File: config.mk
export PLATFORM = sky130hd
export DESIGN_NAME = config_loader
export DESIGN_NICKNAME = d
export VERILOG_FILES = /design/src/rtl/config_loader.sv
export SDC_FILE = /design/constraint.sdc
export NUM_CORES = 2
export LEC_CHECK = 0
export ABC_AREA = 1
export BUFFER_PORTS_ARGS = -buffer_cell sky130_fd_sc_hd__buf_4
export CAP_MARGIN = 5
export CORE_UTILIZATION = 58
export CTS_CLUSTER_SIZE = 30
export DETAILED_ROUTE_END_ITERATION = 16
export PLACE_DENSITY = 0.81
export SYNTH_ARGS = -nofsm -noshare
export SYNTH_HDL_FRONTEND = slang
export SYNTH_SLANG_ARGS = --single-unit
File: constraint.sdc
create_clock -name clock -period 3.1 [get_ports clock]
set_input_delay 0.155 -clock clock [delete_from_list [all_inputs] [get_ports clock]]
set_output_delay 0.155 -clock clock [all_outputs]
set_load 0.02 [all_outputs]
File: src/rtl/config_loader.sv
// Streams IN_W-bit bitstream words into CFG_W-bit rows, strobes each row
// into the fabric, then waits SETTLE_CYC cycles before enabling the fabric.
module config_loader #(
  parameter int CFG_W      = 384,
  parameter int NUM_ROWS   = 267,
  parameter int IN_W       = 32,
  parameter int SETTLE_CYC = 10
) (
  input  logic                clock,
  input  logic                rst,
  input  logic                start,
  input  logic [IN_W-1:0]     in_data,
  input  logic                in_valid,
  output logic                in_ready,
  output logic [CFG_W-1:0]    configs_in,
  output logic [NUM_ROWS-1:0] configs_en,
  output logic                ff_en,
  output logic                rdy,
  output logic                busy
);

  localparam int WORDS = CFG_W / IN_W;
  localparam int WC_W  = (WORDS > 1) ? $clog2(WORDS) : 1;
  localparam int RC_W  = (NUM_ROWS > 1) ? $clog2(NUM_ROWS) : 1;
  localparam int SC_W  = (SETTLE_CYC > 1) ? $clog2(SETTLE_CYC) : 1;
  localparam int SC_LAST = (SETTLE_CYC > 0) ? SETTLE_CYC - 1 : 0;

  localparam logic [WC_W-1:0] LAST_WORD   = WC_W'(WORDS - 1);
  localparam logic [RC_W-1:0] LAST_ROW    = RC_W'(NUM_ROWS - 1);
  localparam logic [SC_W-1:0] LAST_SETTLE = SC_W'(SC_LAST);

  typedef enum logic [2:0] {
    IDLE,
    ASSEMBLE,
    WRITE,
    SETTLE,
    DONE
  } state_t;

  state_t            state;
  logic [WC_W-1:0]   word_cnt;
  logic [RC_W-1:0]   row_idx;
  logic [SC_W-1:0]   settle_cnt;
  logic [CFG_W-1:0]  row_buf;
  logic [CFG_W-1:0]  row_next;
  logic              take;

  assign take = in_valid && in_ready;

  // Row as it will look once the current word lands in its slot
  always_comb begin
    row_next = row_buf;
    row_next[word_cnt*IN_W +: IN_W] = in_data;
  end

  always_ff @(posedge clock or negedge rst) begin
    if (!rst) begin
      state      <= IDLE;
      word_cnt   <= '0;
      row_idx    <= '0;
      settle_cnt <= '0;
      row_buf    <= '0;
      in_ready   <= 1'b0;
      configs_in <= '0;
      configs_en <= '0;
      ff_en      <= 1'b0;
      rdy        <= 1'b0;
      busy       <= 1'b0;
    end else begin
      unique case (state)
        IDLE: begin
          if (start) begin
            state    <= ASSEMBLE;
            in_ready <= 1'b1;
            busy     <= 1'b1;
            row_idx  <= '0;
            word_cnt <= '0;
          end
        end
        ASSEMBLE: begin
          if (take) begin
            row_buf <= row_next;
            if (word_cnt == LAST_WORD) begin
              state      <= WRITE;
              in_ready   <= 1'b0;
              configs_in <= row_next;
              configs_en <= NUM_ROWS'(1) << row_idx;
            end else begin
              word_cnt <= word_cnt + 1'b1;
            end
          end
        end
        WRITE: begin
          configs_en <= '0;
          word_cnt   <= '0;
          settle_cnt <= '0;
          if (row_idx == LAST_ROW) begin
            if (SETTLE_CYC == 0) begin
              state <= DONE;
              busy  <= 1'b0;
              ff_en <= 1'b1;
            end else begin
              state <= SETTLE;
            end
          end else begin
            row_idx  <= row_idx + 1'b1;
            state    <= ASSEMBLE;
            in_ready <= 1'b1;
          end
        end
        SETTLE: begin
          if (settle_cnt == LAST_SETTLE) begin
            state <= DONE;
            busy  <= 1'b0;
            ff_en <= 1'b1;
          end else begin
            settle_cnt <= settle_cnt + 1'b1;
          end
        end
        DONE: begin
          rdy <= 1'b1;
        end
        default: begin
          state <= IDLE;
        end
      endcase
    end
  end

endmodule

==> summary.md <==
| Metric | Value |
|---|---|
| Power Total | `around 28 mW` |
| Max-slew violations | `0` |
| Cells after Synth | `~6000` |
| Register area share after synthesis | `a little under three fifths` |
| Crit path capture type | `flip-flop` |
| DR WL/cell | `between 20 and 25 um` |
| Worst-Skew Late Latency | `between 0.6 and 0.7 ns` |
| TritonCTS clock tree | `built` |
| Largest net degree at the start of global routing | `194` |
| Antenna violation net count after detailed routing | `0` |
| Port Buffers | `690` |
| Achievable Freq | `approximately 0.36 GHz` |
| Vias in the first global route | `between 40000 and 50000` |
| Max-cap violations | `0` |
| Nets | `6586` |
| Final std cells w/o fill | `slightly below 8000` |
| # H-tree levels | `3` |
| Die W | `289 um` |
| CP startpoint | `word_cnt[2]$_DFFE_PN0P_` |
| Unrepaired setup endpoints after global routing | `false` |
| Die Y | `between 200 and 300 um` |
| Top post-synthesis cells by area | `dfrtp_1 55%, nand2_1 18%, nand3_1 10%` |
| Crit path max fanout | `32` |
| Worst Path Required | `between 3 and 4 ns` |
| Max stage delay on crit path | `around 0.46 ns` |
| Vias per std cell | `around 6` |
| Async SR Flop Fraction | `between 90% and 100%` |
| DRC | `0` |
| Layout cells sized above 1 | `15.5%` |
| CORE AREA | `between 80000 and 90000 um^2` |
| M1 GR Usage | `51.2%` |
| Gr busiest metal | `met2` |
| VDD IR max | `0.491 mV` |
| M3 GR Usage | `12.6%` |
| DP Worst Slack | `0.390 ns` |
| Via count | `between 40000 and 50000` |
| Die Area | `around 84000 um^2` |
| Cts bufs inserted | `approximately 110` |
| Critical path class | `reg -> reg` |
| Top-area cell type share of the netlist area | `a little under three fifths` |
| Syn. warnings | `0` |
| Setup repair bufs after CTS | `0` |
| Path depth of the worst reg2reg path | `10` |
| Number of synthesized flops with an enable pin | `0` |
| Max Root-Sink Buffers | `3` |
| First-pass GRT wire length | `254000 um` |
| Crit path cell chain | `nor2_1 -> nand2_1 -> inv_1 -> ha_4 -> nand2_1 -> nor2_4 -> buf_4 -> nand3_1 -> nand3_1 -> nand2_1` |
| Slowest cell on the critical path | `buf_4` |
| Syn_area_per_cell | `~8.0 um^2` |
| TritonCTS Sinks | `roughly 1100` |
| Dpl hpwl | `between 100000 and 150000 um` |
| Synthesized cell area | `47800 um^2` |
| Last element of the critical path | `configs_in[209]$_DFFE_PN0P_` |
| Synth area leader | `dfrtp_1` |
| Register clock-pin slew on the reported worst setup and hold paths | `about 0.060 ns` |
| Setup tns final | `0 ns` |
| Placed cells | `between 7000 and 8000` |
| Clk Tree Root Cell | `clkbuf_16` |
| Grt ovf | `0` |
| Startpoint types | `flip-flop` |
| Fin crit share | `between 80 and 90%` |
| R2r endpoint | `configs_in[209]$_DFFE_PN0P_` |
| Placer Congestion | `approximately 0.93` |
| Reg2Reg Launch Point | `word_cnt[2]$_DFFE_PN0P_` |
| Starting Density | `~59%` |
| # rows | `104` |
| Worst path most repeated cell | `nand2_1` |
| Total global-route track usage | `39.8%` |
| Initial antenna violation count | `6` |
| Top FF cell, synth | `dfrtp_1` |
| Final setup fails | `0` |
| Final wirelength | `168000 um` |
| Final Hold Fails | `0` |
| Slew Limit Headroom | `approximately 32%` |
| LEAKAGE | `30.8 nW` |
| Initial DRT Pass Iterations | `7` |
| IO Count | `about 690` |
| Power density cells | `approximately 480 nW/um^2` |
| Status | `complete, no violations` |
| Clock skew | `0.0242 ns` |
| Slew @ Worst Pin | `~1 ns` |
| 1st-iter DRT viols | `about 6000` |
| Most frequent cells after synthesis | `2289 x nand2_1, 1059 x dfrtp_1, 979 x nand3_1` |
| Tmin final | `roughly 2.8 ns` |
| Worst hold path type | `in -> async` |
| Top-count cell post-synth | `nand2_1` |
| Cell variety after synth | `29` |
| Area Overhead vs Synth | `21.3%` |
| Setup ws final | `around 0.34 ns` |
| #FFs+latches synth | `between 1000 and 1500` |
| Post-synth net total | `approximately 6000` |
| Setup slack, reg-to-reg | `around 0.34 ns` |
| M2 GR Usage | `approximately three fifths` |
| Worst Path Arrival | `~3.3 ns` |
## cell type report
class | instances | area [um^2]
fillers | 6103 | 23100
clock buffers | 166 | 3220
well taps | 1060 | 1330
clock inverters | 37 | 417
multi-input cells | 4042 | 17800
repair buffers | 847 | 6900
flip-flops and latches | 1059 | 26500
diodes | 1 | 2.50
inverters | 480 | 1820
## worst min-delay path by stage
| stage | end | slack, ns | cells after the start |
|---|---|---|---|
| floorplan | busy$_DFFE_PN0P_ | -0.14 | 0 |
| CTS | configs_in[11]$_DFFE_PN0P_ | 0.03 | 5 |
| global placement | configs_in[11]$_DFFE_PN0P_ | 0.19 | 1 |
| finish | configs_in[11]$_DFFE_PN0P_ | 0.06 | 2 |
| global route | configs_in[11]$_DFFE_PN0P_ | 0.07 | 5 |
| detailed placement | configs_in[11]$_DFFE_PN0P_ | 0.18 | 1 |
## what timing repair did
item	in CTS	in global routing
resized for setup	0	0
hold buffers	33	0
hold endpoints to repair	198	0
## layer usage
| layer | wire (um) | part of all wire [%] |
|---|---|---|
| met1 | 60200 | 36 |
| met2 | 74100 | 44 |
| met3 | 21800 | 13 |
| met4 | 12200 | 7.3 |
| met5 | 90 | 0.053 |
## logic make-up (layout without fill, tap and decap cells)
| group | count (synthesis) | count (layout) | share of synthesized area [%] |
|---|---|---|---|
| other | 0 | 1 | 0 |
| xor gates and xnor gates | 1 | 1 | 0.0183 |
| adders and majority gates | 11 | 11 | 0.288 |
| buffers and inverters | 888 | 1530 | 7.45 |
| and+or+nand+nor | 3575 | 3575 | 31.9 |
| AOI/OAI and AO/OA | 455 | 455 | 4.87 |
| DFF | 1059 | 1059 | 55.4 |
## worst max-delay path: cells and delay by family, from the launching register on
family | cells | cell delay (ns)
fa+ha+maj | 1 | 0.34
buf+inv | 2 | 0.56
flops | 1 | 0.45
simple gates | 7 | 1.28
## per-stage QoR
stage | utilization (%) | area [um^2] | hold WS (ns)
after detailed placement | 66.6 | 54000 | 0.184
after global routing | 71.5 | 58000 | 0.0693
after global placement | 66.6 | 54000 | 0.190
final | 71.5 | 58000 | 0.0558
after floorplan | - | 47800 | -0.141
after CTS | 71.5 | 58000 | 0.0284
## sequential cells by signal, summed over array words and instances (netlist names), 3 cells and up
register and flops:
configs_in 384, row_idx 9, row_buf 384, word_cnt 4, settle_cnt 4, state 3, configs_en 267
## where the power goes
part,switching [mW],internal (mW)
clock,5.66,7.68
sequential,0,13.8
combinational,0.492,0.112
total,6.15,21.6
## cell usage in the layout (no fill, tap or decap), types with 3 or more instances in the layout
cell type      synthesis  layout
nor2_4                 5      11
o31ai_1               20      20
nand2_2                4       4
dfrtp_1             1059    1059
clkbuf_1             209      30
nor2_1                74      73
ha_1                  11       9
nand2_1             2289    2288
buf_12                 0      36
bufinv_16              0       6
nor3_1                 8       8
nand4_1              199     199
clkbuf_16              0     110
inv_1                466     465
buf_4                  3     777
nand3_1              979     979
clkinvlp_4             0       3
clkinv_2               0      22
dlygate4sd3_1          0      33
inv_2                 13      10
o21ai_1              173     173
clkbuf_8               0      26
a21oi_1                6       5
o21ai_0              256     256
Power figures use the tool's default switching activity.
